### config.mk
export PLATFORM = sky130hd
export DESIGN_NAME = video_timing_gen
export DESIGN_NICKNAME = d
export VERILOG_FILES = /design/src/rtl/video_timing_gen.sv
export SDC_FILE = /design/constraint.sdc
export NUM_CORES = 1
export LEC_CHECK = 0
export ABC_CLOCK_PERIOD_IN_PS = 2400
export CORE_UTILIZATION = 30
export DETAILED_ROUTE_END_ITERATION = 8
export GPL_TIMING_DRIVEN = 0
export SLEW_MARGIN = 20
export SYNTH_ARGS = -nofsm -noshare
export SYNTH_HDL_FRONTEND = slang
export SYNTH_SLANG_ARGS = --single-unit
### constraint.sdc
create_clock -name clk_i -period 2.4 [get_ports clk_i]
set_clock_uncertainty 0.1 [all_clocks]
set_input_delay 0.6 -clock clk_i [delete_from_list [all_inputs] [get_ports clk_i]]
set_output_delay 0.6 -clock clk_i [all_outputs]
set_load 0.02 [all_outputs]
### src/rtl/video_timing_gen.sv
// video_timing_gen: raster timing and test-pattern RGB source for the overlay path.
// Define VTG_CROSSHATCH_EN to build the 32-px crosshatch for pattern 3 (otherwise it is black).
module video_timing_gen #(
  parameter int H_ACTIVE = 800,
  parameter int H_FP     = 40,
  parameter int H_SYNC   = 48,
  parameter int H_BP     = 40,
  parameter int V_ACTIVE = 480,
  parameter int V_FP     = 13,
  parameter int V_SYNC   = 3,
  parameter int V_BP     = 29,
  parameter int BAR_W    = 100
) (
  input  logic        clk_i,
  input  logic        rst_ni,
  input  logic        cen_i,
  input  logic [1:0]  pat_sel_i,
  input  logic [23:0] solid_rgb_i,
  output logic [2:0]  dvh_sync_o,
  output logic [1:0]  vh_blank_o,
  output logic [23:0] vid_rgb_o,
  output logic        sof_o,
  output logic [15:0] frame_cnt_o
);
  localparam logic [11:0] HA  = 12'(H_ACTIVE);
  localparam logic [11:0] HS0 = 12'(H_ACTIVE + H_FP);
  localparam logic [11:0] HS1 = 12'(H_ACTIVE + H_FP + H_SYNC);
  localparam logic [11:0] HT1 = 12'(H_ACTIVE + H_FP + H_SYNC + H_BP - 1);
  localparam logic [11:0] VA  = 12'(V_ACTIVE);
  localparam logic [11:0] VS0 = 12'(V_ACTIVE + V_FP);
  localparam logic [11:0] VS1 = 12'(V_ACTIVE + V_FP + V_SYNC);
  localparam logic [11:0] VT1 = 12'(V_ACTIVE + V_FP + V_SYNC + V_BP - 1);
  localparam logic [11:0] BW1 = 12'(BAR_W - 1);
  // index 0 is the leftmost bar (white)
  localparam logic [7:0][23:0] BARS = {24'h000000, 24'h0000FF, 24'hFF0000, 24'hFF00FF,
                                       24'h00FF00, 24'h00FFFF, 24'hFFFF00, 24'hFFFFFF};
  logic [11:0] h_cnt, v_cnt, bar_px;
  logic [2:0]  bar_idx;
  logic [15:0] frame_cnt;
  logic [1:0]  pat_q, pat;
  logic        h_wrap, v_wrap, hblank, vblank, de, hsync, vsync, first;
  logic [23:0] grid, rgb;
`ifdef VTG_CROSSHATCH_EN
  assign grid = (h_cnt[4:0] == 5'd0 || v_cnt[4:0] == 5'd0) ? 24'hFFFFFF : 24'h000000;
`else
  assign grid = 24'h000000;
`endif
  always_comb begin
    h_wrap = h_cnt == HT1;
    v_wrap = v_cnt == VT1;
    hblank = h_cnt >= HA;
    vblank = v_cnt >= VA;
    de     = !hblank && !vblank;
    hsync  = h_cnt >= HS0 && h_cnt < HS1;
    vsync  = v_cnt >= VS0 && v_cnt < VS1;
    first  = h_cnt == 12'd0 && v_cnt == 12'd0;
    // the new selection applies from the first pixel of the frame it is latched on
    pat    = first ? pat_sel_i : pat_q;
    rgb    = !de ? 24'h000000 :
             pat == 2'd0 ? BARS[bar_idx] :
             pat == 2'd1 ? solid_rgb_i :
             pat == 2'd2 ? {h_cnt[7:0], v_cnt[7:0], frame_cnt[7:0]} : grid;
  end
  always_ff @(posedge clk_i or negedge rst_ni) begin
    if (!rst_ni) begin
      h_cnt       <= '0;
      v_cnt       <= '0;
      frame_cnt   <= '0;
      bar_px      <= '0;
      bar_idx     <= '0;
      pat_q       <= '0;
      dvh_sync_o  <= '0;
      vh_blank_o  <= '0;
      vid_rgb_o   <= '0;
      sof_o       <= 1'b0;
      frame_cnt_o <= '0;
    end else if (cen_i) begin
      h_cnt <= h_wrap ? '0 : h_cnt + 12'd1;
      if (h_wrap) v_cnt <= v_wrap ? '0 : v_cnt + 12'd1;
      if (h_wrap && v_wrap) frame_cnt <= frame_cnt + 16'd1;
      if (first) pat_q <= pat_sel_i;
      bar_px <= (hblank || bar_px == BW1) ? '0 : bar_px + 12'd1;
      bar_idx <= hblank ? '0 : bar_px == BW1 ? bar_idx + 3'd1 : bar_idx;
      dvh_sync_o  <= {de, vsync, hsync};
      vh_blank_o  <= {vblank, hblank};
      vid_rgb_o   <= rgb;
      sof_o       <= first;
      frame_cnt_o <= frame_cnt;
    end
  end
endmodule

==> results of run 1 <==
-- power groups by stage --
stage               registers (mW)  logic [mW]  clock network (mW)
floorplan                     2.03       0.418                   0
global placement              2.04       0.653                   0
detailed placement            2.05       0.681                   0
CTS                           2.02       0.720                1.62
global route                  2.05       0.927                1.70
finish                        2.04       0.847                1.57
-- through the flow --
step / util (%) / hold WS, ns
after floorplan: - / 0.2044
after global placement: 36.97 / 0.3612
after detailed placement: 37.15 / 0.3747
after CTS: 39.95 / 0.04321
after global routing: 41.85 / 0.04972
final: 41.85 / 0.03526
-- cell type report --
type,count,area share (%)
Buffer,22,2.102
Clock buffer,9,3.234
Clock inverter,7,1.401
Inverter,40,2.156
Multi-Input combinational cell,336,36.11
Sequential cell,103,37.06
Tap cell,220,3.953
Timing Repair Buffer,98,13.98
-- what timing repair did --
action	4_1_cts	5_1_grt
setup endpoints to repair	84	44
buffers inserted	6	15
cloned	1	1
pin swaps	5	8
resized for setup	27	46
-- Yosys cell counts, types with 10 or more instances --
| cell type | n |
|---|---|
| dfrtp_1 | 103 |
| inv_1 | 39 |
| a21oi_1 | 32 |
| nor2_1 | 31 |
| nand2_1 | 27 |
| xnor2_1 | 27 |
| o21ai_0 | 22 |
| mux2_2 | 20 |
| nand3_1 | 19 |
| nand4_1 | 17 |
| xor2_1 | 15 |
| a211oi_1 | 10 |
| clkbuf_1 | 10 |
-- per-layer routing --
metal	track usage (%)	vias to the layer above	wire length [um]
li1	-	2000	-
met1	19.90	2116	5975
met2	25.65	87	6826
met3	3.218	14	490
met4	6.641	0	209
met5	0	-	0
-- state kept, by name, summed over array words and instances, names as in the netlist --
signal,flops
vid_rgb_o,24
frame_cnt,16
frame_cnt_o,16
bar_px,12
h_cnt,12
v_cnt,12
bar_idx,3
dvh_sync_o,3
pat_q,2
vh_blank_o,2
sof_o,1
-- kinds of logic (layout without fill, tap and decap cells) --
| logic type | Yosys count | in the layout | share of synthesized area, % |
|---|---|---|---|
| AND/OR/NAND/NOR | 154 | 154 | 17.27 |
| adder cells (fa/ha/maj) | 8 | 8 | 1.948 |
| multiplexers | 22 | 22 | 4.774 |
| buffers and inverters | 62 | 176 | 5.261 |
| XOR/XNOR | 42 | 42 | 7.160 |
| AO/OA/AOI/OAI | 110 | 110 | 13.42 |
| flip-flops | 103 | 103 | 50.17 |
-- critical path: stages, from the launching register on --
cell     delay, ns
dfrtp_1       0.45
nor3_1        0.41
nand4_1       0.17
or3_1         0.38
buf_6         0.15
mux2i_4       0.23
buf_6         0.17
o21ai_4       0.06
a22oi_1       0.17
-- worst paths after layout --
| path | end | slack, ns | depth (start not counted) |
|---|---|---|---|
| setup / recovery | vid_rgb_o[17]$_DFFE_PN0P_ | 0.02 | 8 |
| hold / removal | v_cnt[5]$_DFFE_PN0P_ | 0.04 | 1 |
| setup reg to reg | vid_rgb_o[17]$_DFFE_PN0P_ | 0.02 | 8 |
| hold reg to reg | frame_cnt[15]$_DFFE_PN0P_ | 0.38 | 1 |
| max in group asynchronous | h_cnt[0]$_DFFE_PN0P_ | 1.50 | 2 |
| min in group clk_i | frame_cnt[15]$_DFFE_PN0P_ | 0.38 | 1 |
==> impl_metrics.json, run 1 <==
{
  "r2r_start": "v_cnt[9]$_DFFE_PN0P_",
  "cts_sinks": 103,
  "viasPerCell": 5.050,
  "p_total_mw": 4.457,
  "path_class": "register to register",
  "grt_max_degree": 70,
  "cts_tree": "yes",
  "wl_per_cell_um": 16.17,
  "final-hold-violation-count": 0,
  "ant_nets": 0,
  "regArea_um2": 2581,
  "synth_area_um2": 5137,
  "final_cell_area_um2": 6964,
  "rows": 47,
  "pwr-share-clk_pct": 35.3,
  "combPwrFrac_pct": 19.0,
  "clk_pin_slew_ns": 0.08,
  "area_growth_pct": 35.56,
  "die-width_um": 132.9,
  "cp_data_arrival_time_ns": 2.55,
  "fin_ws_ns": 0.01604,
  "die_area_um2": 17650,
  "maxCapViolCount": 0,
  "syn_inst": 501,
  "period_minus_slack_ns": 2.384,
  "ys_seq_area_share_pct": 50.17,
  "cts_root_buf": "clkbuf_16",
  "worstHoldPathType": "primary input to asynchronous set/reset pin",
  "layout_common_cells": "100 x dfrtp_1, 72 x clkdlybuf4s50_1, 36 x inv_1",
  "period_share_pct": 99.33,
  "end_kind": "register",
  "grt_pass1_vias": 4267,
  "fin_setup_tns_ns": 0,
  "io_buffers": 74,
  "antenna_found_initial": 0,
  "dp.cells": 796,
  "ios": 75,
  "synth_ff_type": "dfrtp_1",
  "die_y_um": 132.9,
  "timing.slew.headroom_pct": 54.94,
  "core-area_um2": 16640,
  "netlist_top_cells_area": "dfrtp_1 50%, xnor2_1 4.6%, mux2_2 4.4%",
  "startpoint_type": "register",
  "grt_setup_unrepaired": "yes",
  "synth_top_area_share_pct": 50.17,
  "routed-via-count": 4217,
  "cts_made_buffers": 9,
  "hpwl_um": 9505,
  "power.switching_mw": 1.348,
  "diodes": 0,
  "final_cells": 835,
  "preCtsSetupSlack_ns": -0.9126,
  "nNetsFinal": 647,
  "clk_latency_ns": 0.35,
  "drc_errors": 0,
  "drv_slew": 0,
  "routabilityCongestion": 0.8217,
  "wl_um": 13500,
  "avgSynthCellArea_um2": 10.25,
  "run_status": "finished clean",
  "track_usage_pct": 15.62,
  "synth_fp_nets": 538,
  "critPathMaxFanout": 6,
  "leakage_nw": 3.027,
  "max_slew.worst_pin.slew_ns": 0.6734,
  "cts-htree-levels": 3,
  "setup_viol": 0,
  "critPathRequiredTime_ns": 2.56,
  "multi_input_area_um2": 2515,
  "seqPwrFrac_pct": 45.7,
  "cellPowerDensity_nw_per_um2": 639.9,
  "cts_buffer_depth": 2,
  "swShare_pct": 30.24,
  "drt_iter0_markers": 292,
  "cts_hold_buf": 0,
  "placed_area_um2": 6182,
  "ys_ff_latch": 103,
  "drive_above_1_share_pct": 20.65,
  "peakVddDrop_mv": 0.3494,
  "final_common_cell": "dfrtp_1",
  "ys_warn_count": 0,
  "startpoint": "v_cnt[9]$_DFFE_PN0P_",
  "yosys.area.top_type": "dfrtp_1",
  "fillers": 1529,
  "synth_edf_count": 0,
  "fmax_ghz": 0.4195,
  "ys_types": 60,
  "firstDrtPassIters": 4,
  "p_int_mw": 3.109,
  "grt_overflow": 0,
  "grt_pass1_wl_um": 21880,
  "async_flop_share_pct": 100.0,
  "initial_core_util_pct": 30.87
}
(Power assumes the default switching activity.)
==> inputs of run 2 (changes only) <==
--- a/config.mk
+++ b/config.mk
@@ -5,7 +5,7 @@
 export SDC_FILE = /design/constraint.sdc
 export NUM_CORES = 1
 export LEC_CHECK = 0
-export ABC_CLOCK_PERIOD_IN_PS = 2400
+export ABC_CLOCK_PERIOD_IN_PS = 2100
 export CORE_UTILIZATION = 30
 export DETAILED_ROUTE_END_ITERATION = 8
 export GPL_TIMING_DRIVEN = 0
==> constraint.sdc (replaced) <==
create_clock -name clk_i -period 2.1 [get_ports clk_i]
set_clock_uncertainty 0.1 [all_clocks]
set_input_delay 0.525 -clock clk_i [delete_from_list [all_inputs] [get_ports clk_i]]
set_output_delay 0.525 -clock clk_i [all_outputs]
set_load 0.02 [all_outputs]
==> impl_metrics.json, run 2 (same netlist as run 1, synthesis figures left out) <==
{
  "cellPowerDensity_nw_per_um2": 692.8,
  "clk_pin_slew_ns": 0.08,
  "grt_pass1_vias": 4480,
  "diodes": 0,
  "leakage_nw": 3.241,
  "cts_buffer_depth": 2,
  "ant_nets": 0,
  "r2r_end": "vid_rgb_o[4]$_DFFE_PN0P_",
  "fin_ws_ns": -0.2389,
  "clk_latency_ns": 0.35,
  "fmax_ghz": 0.4275,
  "use_met1_pct": 20.93,
  "final-hold-violation-count": 4,
  "multi_input_area_um2": 2786,
  "hold_slack_ns": -0.007251,
  "dp.cells": 796,
  "grt_util_met2_pct": 29.20,
  "io_buffers": 74,
  "top_register": "vid_rgb_o",
  "firstDrtPassIters": 5,
  "final_cells": 864,
  "die_area_um2": 17650,
  "cts_tree": "yes",
  "grt_setup_unrepaired": "yes",
  "viasPerCell": 5.076,
  "nNetsFinal": 676,
  "critPathRequiredTime_ns": 2.28,
  "cts_made_buffers": 9,
  "period_minus_slack_ns": 2.339,
  "cp_cell_sequence": "buf_4 > nor4_4 > nand2b_4 > or3_1 > buf_6 > a21oi_4 > buf_12 > buf_6 > o21ai_1 > a21oi_1",
  "routabilityCongestion": 0.8149,
  "core-area_um2": 16640,
  "cp_data_arrival_time_ns": 2.52,
  "violations": "hold timing, setup timing",
  "r2r_slack_ns": -0.24,
  "maxCapViolCount": 0,
  "final_common_cell": "dfrtp_1",
  "grt_overflow": 0,
  "ios": 75,
  "drv_slew": 0,
  "cts_root_buf": "clkbuf_16",
  "p_total_mw": 5.211,
  "fillers": 1495,
  "busiest_layer": "met2",
  "peakVddDrop_mv": 0.5197,
  "setup_viol": 31,
  "critPathMaxFanout": 7,
  "antenna_found_initial": 0,
  "slowest_stage": "dfrtp_1",
  "layout_common_cells": "98 x dfrtp_1, 72 x clkdlybuf4s50_1, 41 x buf_4",
  "area_growth_pct": 46.40,
  "worstRegToRegCells": 10,
  "wl_per_cell_um": 16.86,
  "grt_pass1_wl_um": 23620,
  "crit_family": "simple AND/OR/NAND/NOR gates",
  "largest_reg_flops": 24,
  "wl_um": 14570,
  "fin_setup_tns_ns": -4.913,
  "cp_slowest_stage_delay_ns": 0.37,
  "hpwl_um": 9647,
  "worstHoldPathType": "primary input to asynchronous set/reset pin",
  "timing.slew.headroom_pct": 44.69,
  "reg_top3": "vid_rgb_o: 24 flops, frame_cnt: 16 flops, frame_cnt_o: 16 flops",
  "die_y_um": 132.9,
  "die-width_um": 132.9,
  "path_class": "register to register",
  "rows": 47,
  "grt_use_met3_pct": 3.755,
  "track_usage_pct": 16.94,
  "max_slew.worst_pin.slew_ns": 0.8266,
  "initial_core_util_pct": 30.87,
  "drt_iter0_markers": 331,
  "preCtsSetupSlack_ns": -1.104,
  "critPathBufInv": 4,
  "grt_max_degree": 59,
  "end_kind": "register",
  "period_share_pct": 111.4,
  "routed-via-count": 4386,
  "drive_above_1_share_pct": 31.21,
  "r2r_start": "h_cnt[2]$_DFFE_PN0P_",
  "cts-htree-levels": 3,
  "run_status": "finished with violations",
  "startpoint_type": "register",
  "regArea_um2": 2584,
  "drc_errors": 0,
  "cts_sinks": 103,
  "cpMostUsedCell": "buf_6"
}
==> run 2: cell count changes in the layout (fill, tap and decap cells not counted), moves of 4 or more <==
cell      change
o21ai_0       -7
o221ai_1      +5
nand3_1       -6
o221ai_2      -5
o21ai_2       +6
buf_4        +19
nor2_1        -6
buf_8         +4
buf_6         +6
==> run 2: timing repair <==
action                                  4_1_cts  5_1_grt
endpoints found under the setup margin       99       84
pin swaps                                    29       38
cloned                                        4        0
buffers inserted                             36       17
hold buffers                                  0        0
gates resized for setup                      78       68
==> run 2: power breakdown <==
part / total (mW) / switching (mW) / leakage [nW] / internal [mW]
clock network: 1.73 / 0.868 / 0.154 / 0.865
logic: 1.17 / 0.593 / 1.75 / 0.579
registers: 2.31 / 0.181 / 1.34 / 2.12
==> run 2: layer usage <==
layer  share of wire [%]  routed length, um
met1                  41               6031
met3                 3.8                560
met4                 2.0                292
met2                  53               7683
met5                   0                  0
==> run 2: worst max-delay path by stage <==
| stage | cells past startpoint | startpoint | slack (ns) | end |
|---|---|---|---|---|
| floorplan | 8 | h_cnt[0]$_DFFE_PN0P_ | -0.06 | frame_cnt[13]$_DFFE_PN0P_ |
| global placement | 1 | rst_ni | -3.56 | vid_rgb_o[3]$_DFFE_PN0P_ |
| detailed placement | 6 | cen_i | -1.10 | vid_rgb_o[5]$_DFFE_PN0P_ |
| global route | 11 | h_cnt[1]$_DFFE_PN0P_ | -0.34 | vid_rgb_o[15]$_DFFE_PN0P_ |
| CTS | 11 | h_cnt[1]$_DFFE_PN0P_ | -0.19 | vid_rgb_o[16]$_DFFE_PN0P_ |
| finish | 10 | h_cnt[2]$_DFFE_PN0P_ | -0.24 | vid_rgb_o[4]$_DFFE_PN0P_ |
==> run 2: cell type report <==
| cell class | instances | share of cell area, % |
|---|---|---|
| multi-input combinational | 336 | 37.05 |
| buffer | 19 | 1.830 |
| sequential | 103 | 34.35 |
| inverter | 40 | 1.996 |
| clock buffer | 9 | 2.995 |
| tap | 220 | 3.660 |
| clock inverter | 7 | 1.214 |
| timing repair buffer | 130 | 16.90 |
==> run 2: worst register-to-register path, stage by stage, from the launching register on <==
cell and delay (ns):
dfrtp_1 0.37, buf_4 0.17, nor4_4 0.37, nand2b_4 0.09, or3_1 0.36, buf_6 0.15
a21oi_4 0.16, buf_12 0.15, buf_6 0.12, o21ai_1 0.06, a21oi_1 0.16
==> run 2: through the flow <==
stage | hold WS, ns | utilization, % | instance area, um2
after floorplan | 0.1294 | - | 5201
after global placement | 0.3672 | 37.36 | 6217
after detailed placement | 0.3735 | 37.53 | 6246
after CTS | 0.02124 | 42.77 | 7118
after global routing | 0.02887 | 45.19 | 7521
final | -0.007251 | 45.19 | 7521
==> inputs of run 3 (changes only) <==
--- a/config.mk
+++ b/config.mk
@@ -6,6 +6,7 @@
 export NUM_CORES = 1
 export LEC_CHECK = 0
 export ABC_CLOCK_PERIOD_IN_PS = 2100
+export CAP_MARGIN = 20
 export CORE_UTILIZATION = 30
 export DETAILED_ROUTE_END_ITERATION = 8
 export GPL_TIMING_DRIVEN = 0
==> results of run 3 <==
The final DEF is identical to that of run 2; final timing and power are the same.
